===== config.mk =====
export PLATFORM = sky130hd
export DESIGN_NAME = vga_pixel_ctrl
export DESIGN_NICKNAME = d
export VERILOG_FILES = /design/src/rtl/vga_pkg.sv /design/src/rtl/vga_timing.sv /design/src/rtl/vga_pixel_ctrl.sv
export SDC_FILE = /design/constraint.sdc
export NUM_CORES = 1
export LEC_CHECK = 0
export ABC_AREA = 1
export CAP_MARGIN = 40
export CORE_AREA = 2 2 61 63
export CTS_CLUSTER_DIAMETER = 150
export CTS_CLUSTER_SIZE = 12
export DETAILED_ROUTE_END_ITERATION = 8
export DIE_AREA = 0 0 63 65
export GPL_TIMING_DRIVEN = 0
export PLACE_DENSITY = 0.77
export SLEW_MARGIN = 25
export SYNTH_ARGS = -nofsm -noshare
export SYNTH_HDL_FRONTEND = slang
export SYNTH_HIERARCHICAL = 1
export SYNTH_SLANG_ARGS = --single-unit

===== constraint.sdc =====
create_clock -name clk -period 1.7 [get_ports clk]
set_clock_uncertainty 0.05 [all_clocks]
set_input_delay 0.17 -clock clk [delete_from_list [all_inputs] [get_ports clk]]
set_output_delay 0.17 -clock clk [all_outputs]
set_load 0.01 [all_outputs]

===== src/rtl/vga_pkg.sv =====
// Shared VGA definitions: default 640x480 timing, pixel code enumeration,
// and the colour map used by the pixel controller.
package vga_pkg;

  // Total number of slots in one line or frame, including blanking
  function automatic int span_total(input int vis, input int fp, input int sync, input int bp);
    return vis + fp + sync + bp;
  endfunction

  localparam int VGA_CLK_DIV = 4;

  localparam int VGA_H_VIS  = 640;
  localparam int VGA_H_FP   = 16;
  localparam int VGA_H_SYNC = 96;
  localparam int VGA_H_BP   = 48;

  localparam int VGA_V_VIS  = 480;
  localparam int VGA_V_FP   = 10;
  localparam int VGA_V_SYNC = 2;
  localparam int VGA_V_BP   = 33;

  localparam int VGA_H_TOTAL      = span_total(VGA_H_VIS, VGA_H_FP, VGA_H_SYNC, VGA_H_BP);
  localparam int VGA_V_TOTAL      = span_total(VGA_V_VIS, VGA_V_FP, VGA_V_SYNC, VGA_V_BP);
  localparam int VGA_H_SYNC_START = VGA_H_VIS + VGA_H_FP;
  localparam int VGA_H_SYNC_END   = VGA_H_SYNC_START + VGA_H_SYNC - 1;
  localparam int VGA_V_SYNC_START = VGA_V_VIS + VGA_V_FP;
  localparam int VGA_V_SYNC_END   = VGA_V_SYNC_START + VGA_V_SYNC - 1;

  // Pixel codes returned by the Rojobot video port
  typedef enum logic [1:0] {
    PIX_BG   = 2'b00,
    PIX_LINE = 2'b01,
    PIX_RED  = 2'b10,
    PIX_BOT  = 2'b11
  } pix_code_t;

  // Nexys3 8-bit colour: RRR GGG BB
  typedef struct packed {
    logic [2:0] red;
    logic [2:0] green;
    logic [1:0] blue;
  } rgb_t;

  localparam rgb_t COL_WHITE = '{red: 3'd7, green: 3'd7, blue: 2'd3};
  localparam rgb_t COL_BLACK = '{red: 3'd0, green: 3'd0, blue: 2'd0};
  localparam rgb_t COL_RED   = '{red: 3'd7, green: 3'd0, blue: 2'd0};
  localparam rgb_t COL_GREEN = '{red: 3'd0, green: 3'd7, blue: 2'd0};
  localparam rgb_t COL_BLANK = '{red: 3'd0, green: 3'd0, blue: 2'd0};

endpackage


===== src/rtl/vga_timing.sv =====
// VGA raster timing: clock divider producing the pixel enable, horizontal and
// vertical counters, and the combinational raw sync / blank / frame-wrap flags
// decoded from the current counter values.
module vga_timing
  import vga_pkg::*;
#(
  parameter int CLK_DIV = VGA_CLK_DIV,
  parameter int H_VIS   = VGA_H_VIS,
  parameter int H_FP    = VGA_H_FP,
  parameter int H_SYNC  = VGA_H_SYNC,
  parameter int H_BP    = VGA_H_BP,
  parameter int V_VIS   = VGA_V_VIS,
  parameter int V_FP    = VGA_V_FP,
  parameter int V_SYNC  = VGA_V_SYNC,
  parameter int V_BP    = VGA_V_BP
) (
  input  logic       clk,
  input  logic       reset,
  output logic       pix_en,
  output logic [9:0] hcount,
  output logic [9:0] vcount,
  output logic       hsync_raw,
  output logic       vsync_raw,
  output logic       blank,
  output logic       frame_wrap
);

  localparam int H_TOTAL   = span_total(H_VIS, H_FP, H_SYNC, H_BP);
  localparam int V_TOTAL   = span_total(V_VIS, V_FP, V_SYNC, V_BP);
  localparam int H_SYNC_S  = H_VIS + H_FP;
  localparam int H_SYNC_E  = H_SYNC_S + H_SYNC - 1;
  localparam int V_SYNC_S  = V_VIS + V_FP;
  localparam int V_SYNC_E  = V_SYNC_S + V_SYNC - 1;
  localparam int DIV_W     = (CLK_DIV > 1) ? $clog2(CLK_DIV) : 1;

  logic [DIV_W-1:0] div_cnt;
  logic             line_end;
  logic             last_line;

  assign pix_en    = (div_cnt == DIV_W'(CLK_DIV - 1));
  assign line_end  = (hcount == 10'(H_TOTAL - 1));
  assign last_line = (vcount == 10'(V_TOTAL - 1));

  assign frame_wrap = line_end && last_line;
  assign hsync_raw  = !((hcount >= 10'(H_SYNC_S)) && (hcount <= 10'(H_SYNC_E)));
  assign vsync_raw  = !((vcount >= 10'(V_SYNC_S)) && (vcount <= 10'(V_SYNC_E)));
  assign blank      = (hcount >= 10'(H_VIS)) || (vcount >= 10'(V_VIS));

  // Pixel-clock divider: wraps every CLK_DIV system clocks
  always_ff @(posedge clk or negedge reset) begin
    if (!reset) begin
      div_cnt <= '0;
    end else if (pix_en) begin
      div_cnt <= '0;
    end else begin
      div_cnt <= div_cnt + DIV_W'(1);
    end
  end

  // Raster position: column advances per pixel, row advances per line
  always_ff @(posedge clk or negedge reset) begin
    if (!reset) begin
      hcount <= '0;
      vcount <= '0;
    end else if (pix_en) begin
      if (line_end) begin
        hcount <= '0;
        vcount <= last_line ? '0 : vcount + 10'd1;
      end else begin
        hcount <= hcount + 10'd1;
      end
    end
  end

endmodule


===== src/rtl/vga_pixel_ctrl.sv =====
// VGA pixel controller for the Rojobot video path. Drives row/column to the
// bot, samples the returned 2-bit pixel code on each pixel enable, maps it to
// Nexys3 colour and registers it together with the syncs so all video outputs
// stay aligned one pixel period behind the row/column counters.
// Optional build macro VGA_BORDER_EN forces the outermost visible rows and
// columns to white for monitor alignment.
module vga_pixel_ctrl
  import vga_pkg::*;
#(
  parameter int CLK_DIV = VGA_CLK_DIV,
  parameter int H_VIS   = VGA_H_VIS,
  parameter int H_FP    = VGA_H_FP,
  parameter int H_SYNC  = VGA_H_SYNC,
  parameter int H_BP    = VGA_H_BP,
  parameter int V_VIS   = VGA_V_VIS,
  parameter int V_FP    = VGA_V_FP,
  parameter int V_SYNC  = VGA_V_SYNC,
  parameter int V_BP    = VGA_V_BP
) (
  input  logic       clk,
  input  logic       reset,
  input  logic [1:0] vid_pixel_in,
  output logic [9:0] vid_row,
  output logic [9:0] vid_col,
  output logic       hsync,
  output logic       vsync,
  output logic [2:0] vga_red,
  output logic [2:0] vga_green,
  output logic [1:0] vga_blue,
  output logic       frame_start
);

  function automatic rgb_t map_colour(input pix_code_t code);
    case (code)
      PIX_BG:   map_colour = COL_WHITE;
      PIX_LINE: map_colour = COL_BLACK;
      PIX_RED:  map_colour = COL_RED;
      PIX_BOT:  map_colour = COL_GREEN;
      default:  map_colour = COL_BLANK;
    endcase
  endfunction

  logic       pix_en;
  logic [9:0] hcount;
  logic [9:0] vcount;
  logic       hsync_raw;
  logic       vsync_raw;
  logic       blank;
  logic       frame_wrap;

  vga_timing #(
    .CLK_DIV (CLK_DIV),
    .H_VIS   (H_VIS),
    .H_FP    (H_FP),
    .H_SYNC  (H_SYNC),
    .H_BP    (H_BP),
    .V_VIS   (V_VIS),
    .V_FP    (V_FP),
    .V_SYNC  (V_SYNC),
    .V_BP    (V_BP)
  ) u_timing (
    .clk        (clk),
    .reset      (reset),
    .pix_en     (pix_en),
    .hcount     (hcount),
    .vcount     (vcount),
    .hsync_raw  (hsync_raw),
    .vsync_raw  (vsync_raw),
    .blank      (blank),
    .frame_wrap (frame_wrap)
  );

  assign vid_col = hcount;
  assign vid_row = vcount;

  // ---- stage p0: colour of the pixel currently addressed by the counters
  rgb_t rgb_p0;

`ifdef VGA_BORDER_EN
  logic on_border;
  assign on_border = (hcount == 10'd0) || (hcount == 10'(H_VIS - 1)) ||
                     (vcount == 10'd0) || (vcount == 10'(V_VIS - 1));
`endif

  // Colour map with optional alignment border; blanking always wins
  always_comb begin
    rgb_p0 = map_colour(pix_code_t'(vid_pixel_in));
`ifdef VGA_BORDER_EN
    if (on_border) rgb_p0 = COL_WHITE;
`endif
    if (blank) rgb_p0 = COL_BLANK;
  end

  // ---- stage p1: colour and syncs registered together on the pixel enable
  rgb_t rgb_p1;
  logic hsync_p1;
  logic vsync_p1;
  logic frame_start_p1;

  // Output register; frame_start is a single system-clock pulse at the wrap
  always_ff @(posedge clk or negedge reset) begin
    if (!reset) begin
      rgb_p1         <= COL_BLANK;
      hsync_p1       <= 1'b1;
      vsync_p1       <= 1'b1;
      frame_start_p1 <= 1'b0;
    end else begin
      frame_start_p1 <= pix_en && frame_wrap;
      if (pix_en) begin
        rgb_p1   <= rgb_p0;
        hsync_p1 <= hsync_raw;
        vsync_p1 <= vsync_raw;
      end
    end
  end

  assign hsync       = hsync_p1;
  assign vsync       = vsync_p1;
  assign vga_red     = rgb_p1.red;
  assign vga_green   = rgb_p1.green;
  assign vga_blue    = rgb_p1.blue;
  assign frame_start = frame_start_p1;

endmodule


==> results of run 1 <==
-- layout by cell type, fill, tap and decap left out, types with 3 or more instances in the layout --
| master | netlist | routed |
|---|---|---|
| nand3b_1 | 4 | 4 |
| inv_1 | 25 | 25 |
| nor2_2 | 3 | 3 |
| ha_1 | 8 | 7 |
| dfrtp_1 | 26 | 25 |
| nand3_1 | 13 | 13 |
| buf_4 | 5 | 5 |
| clkbuf_4 | 0 | 3 |
| nand2_2 | 3 | 3 |
| nor3_1 | 3 | 3 |
| nand4_1 | 4 | 4 |
| nand2_1 | 55 | 55 |
| clkdlybuf4s50_1 | 0 | 33 |
| xor2_1 | 6 | 6 |
| inv_2 | 3 | 3 |
| o21ai_0 | 6 | 6 |
| nor2_1 | 17 | 17 |
| nor2_4 | 4 | 4 |
-- what timing repair did --
| item | 4_1_cts | 5_1_grt |
|---|---|---|
| gates resized for setup | 0 | 4 |
| endpoints found under the setup margin | 0 | 5 |
| hold buffers | 1 | 0 |
| hold endpoints to repair | 26 | 0 |
-- through the flow --
stage / hold WS [ns] / TNS (ns)
3_3_place_gp: 0.369 / -0.946
4_1_cts: 0.335 / 0
2_1_floorplan: -0.176 / 0
5_1_grt: 0.367 / 0
3_5_place_dp: 0.169 / 0
6_report: 0.311 / 0
-- power breakdown --
part / leakage (uW) / switching, uW / internal (uW)
Sequential: 0.000363 / 5.20 / 672
Combinational: 0.000634 / 35.9 / 47.6
Clock: 0.0000150 / 193 / 92.2
Total: 0.00101 / 234 / 812
-- registers in the layout (all words and copies together), names as in the netlist --
register / cells
frame_start: 1
hsync: 1
u_timing/div_cnt: 2
vga_red: 1
vsync: 1
u_timing/hcount: 10
u_timing/vcount: 10
vga_green: 1
vga_blue: 1
-- worst max path at each step --
stage | end
global placement | u_timing/vcount[3]$_DFFE_PN0P_
CTS | u_timing/hcount[9]$_DFFE_PN0P_
floorplan | u_timing/hcount[9]$_DFFE_PN0P_
finish | vsync
detailed placement | u_timing/hcount[9]$_DFFE_PN0P_
global route | vid_row[2]
-- worst register-to-register path, stage by stage, from the launching register on --
cell and delay [ns]:
dfrtp_1 0.43, ha_1 0.22, nand3_1 0.09, nand3b_4 0.21
inv_2 0.09, nand2_4 0.08, buf_6 0.16, nand2_1 0.06
o21ai_1 0.06
-- cell families after synthesis --
| family | Yosys count |
|---|---|
| XOR/XNOR | 7 |
| AO/OA/AOI/OAI | 13 |
| adder cells (fa/ha/maj) | 8 |
| AND/OR/NAND/NOR | 112 |
| flip-flops | 28 |
| buffers and inverters | 36 |
-- area by class of cell --
class | instances | area (um^2) | area share, %
sequential | 28 | 704 | 33.3
multi-input combinational | 140 | 808 | 38.2
clock buffer | 4 | 26.3 | 1.24
buffer | 8 | 65.1 | 3.08
tap | 48 | 60.1 | 2.84
timing repair buffer | 35 | 345 | 16.3
inverter | 28 | 105 | 4.97
-- cells in the mapped netlist, types with 4 or more instances --
cell	n	area share, %
buf_4	5	2.3
dfrtp_1	26	39
ha_1	8	6.0
inv_1	25	5.6
nand2_1	55	12
nand3_1	13	3.9
nand3b_1	4	1.8
nand4_1	4	1.5
nor2_1	17	3.8
nor2_4	4	2.7
o21ai_0	6	1.8
xor2_1	6	3.2
-- routing by layer --
| layer | vias up | wire length, um | GRT usage (%) |
|---|---|---|---|
| met5 | - | 0 | 0 |
| met4 | 0 | 57 | 7.50 |
| met2 | 43 | 1680 | 31.8 |
| met1 | 672 | 1520 | 21.8 |
| met3 | 4 | 116 | 1.39 |
| li1 | 710 | - | - |
==> flow_metrics.tcl, run 1 <==
set metrics [dict create \
    grt_max_degree 29 \
    routabilityCongestion 0.763 \
    synth_compound_area_share_pct 4.67 \
    place_inst 286 \
    critPathKind "flop to output port" \
    syn-instance-count 204 \
    rows 22 \
    powerDensity_mw_per_mm2 495 \
    slew_headroom_pct 58.9 \
    crit_chain "clkdlybuf4s50_1" \
    clk_latency_ns 0.33 \
    ant_nets 0 \
    setup_viol 0 \
    final_util_pct 60.5 \
    routed_wl_um 3370 \
    finalHoldViolations 0 \
    cp_slowest_cell "dfstp_2" \
    grt_remaining_overflow 0 \
    start_util_pct 47.6 \
    synthesis.nets 216 \
    cts_max_level 1 \
    synth_top_family_by_area "simple AND/OR/NAND/NOR gates" \
    nets 256 \
    drc 0 \
    avgViaCountPerCell 4.91 \
    reg2reg_setup_slack_ns 0.16 \
    layout-drive-gt1-share_pct 14.0 \
    syn_area_per_cell_um2 8.15 \
    dp_hpwl_um 2480 \
    finalCriticalPeriod_ns 1.63 \
    slowest_delay_ns 0.56 \
    yosys.area_share.simple_pct 33.1 \
    ios 35 \
    fill_cells 331 \
    wl_per_cell_um 11.6 \
    ys_async_sr_fraction_pct 100 \
    dpl-instance-area_mm2 0.00206 \
    syn_to_final_growth_pct 27.2 \
    rsz0062_at_grt "false" \
    cp.arrival_ns 1.41 \
    die-width_um 63 \
    tritoncts "yes" \
    path_depth 1 \
    holdCritPathClass "primary input to asynchronous set/reset pin" \
    num_vias 1429 \
    maxCapViolations 0 \
    clk_root_buffer_cell "clkbuf_4" \
    core_mm2 0.00350 \
    postCtsSetupRepairBufs 0 \
    antenna_found_initial 0 \
    cp_data_required_time_ns 1.48 \
    synthMuxAreaShare_pct 0 \
    start_kind "flop" \
    status "complete, no violations" \
    yosysSeqAreaShare_pct 42.3 \
    r2r-end "u_timing/vcount[5]$_DFFE_PN0P_" \
    drt-initial-drc-count 91 \
    instances_no_fill 291 \
    worst_pin_slew_ns 0.617 \
    worst_setup_path_end_kind "output port" \
    numPortBuffers 34 \
    numCtsBuffers 3 \
    synth_warnings 6 \
    ir_drop_uv 357 \
    cp_max_fo 2 \
    ys_ff_latch 28 \
    synth_xor_area_share_pct 3.69 \
    diodes 0 \
    synth_edf_count 0 \
    die_area_mm2 0.00410 \
    worst_slack_ns 0.0656 \
    crit_path_start "vsync$_DFFE_PN1P_" \
    grt_pass1_wl_um 5730 \
    fin_crit_sh_pct 96.1 \
    synth_area_mm2 0.00166 \
    pre_cts_slack_ns 0.0348 \
    firstDrtPassIters 4 \
    track_usage_pct 17.7 \
    power_leakage_uw 0.00101 \
    finalPower_uw 1050 \
    rr_worst_depth 8 \
    fin_area_mm2 0.00211 \
    ys_types 30 \
    synth_flop_cell "dfrtp_1" \
    clock-sinks 28 \
    slew_viol_final 0 \
    cp_top_family "flip-flops" \
    cp_num_buf_inv 1 \
    clk_pin_slew_ns 0.14 \
    max-clock-path-buffers 2 \
    die_h_um 65 \
    r2r-start "u_timing/hcount[0]$_DFFE_PN0P_" \
    grt_pass1_vias 1304 \
    fmax_mhz 612 \
    synth-adder-area-share_pct 6.02 \
]
Power figures use the tool's default switching activity.
==> run 2: changes to the inputs <==
Settings changed: TNS_END_PERCENT set to 1.
==> results of run 2 <==
No change in the layout: final DEF, timing and power equal those of run 1.
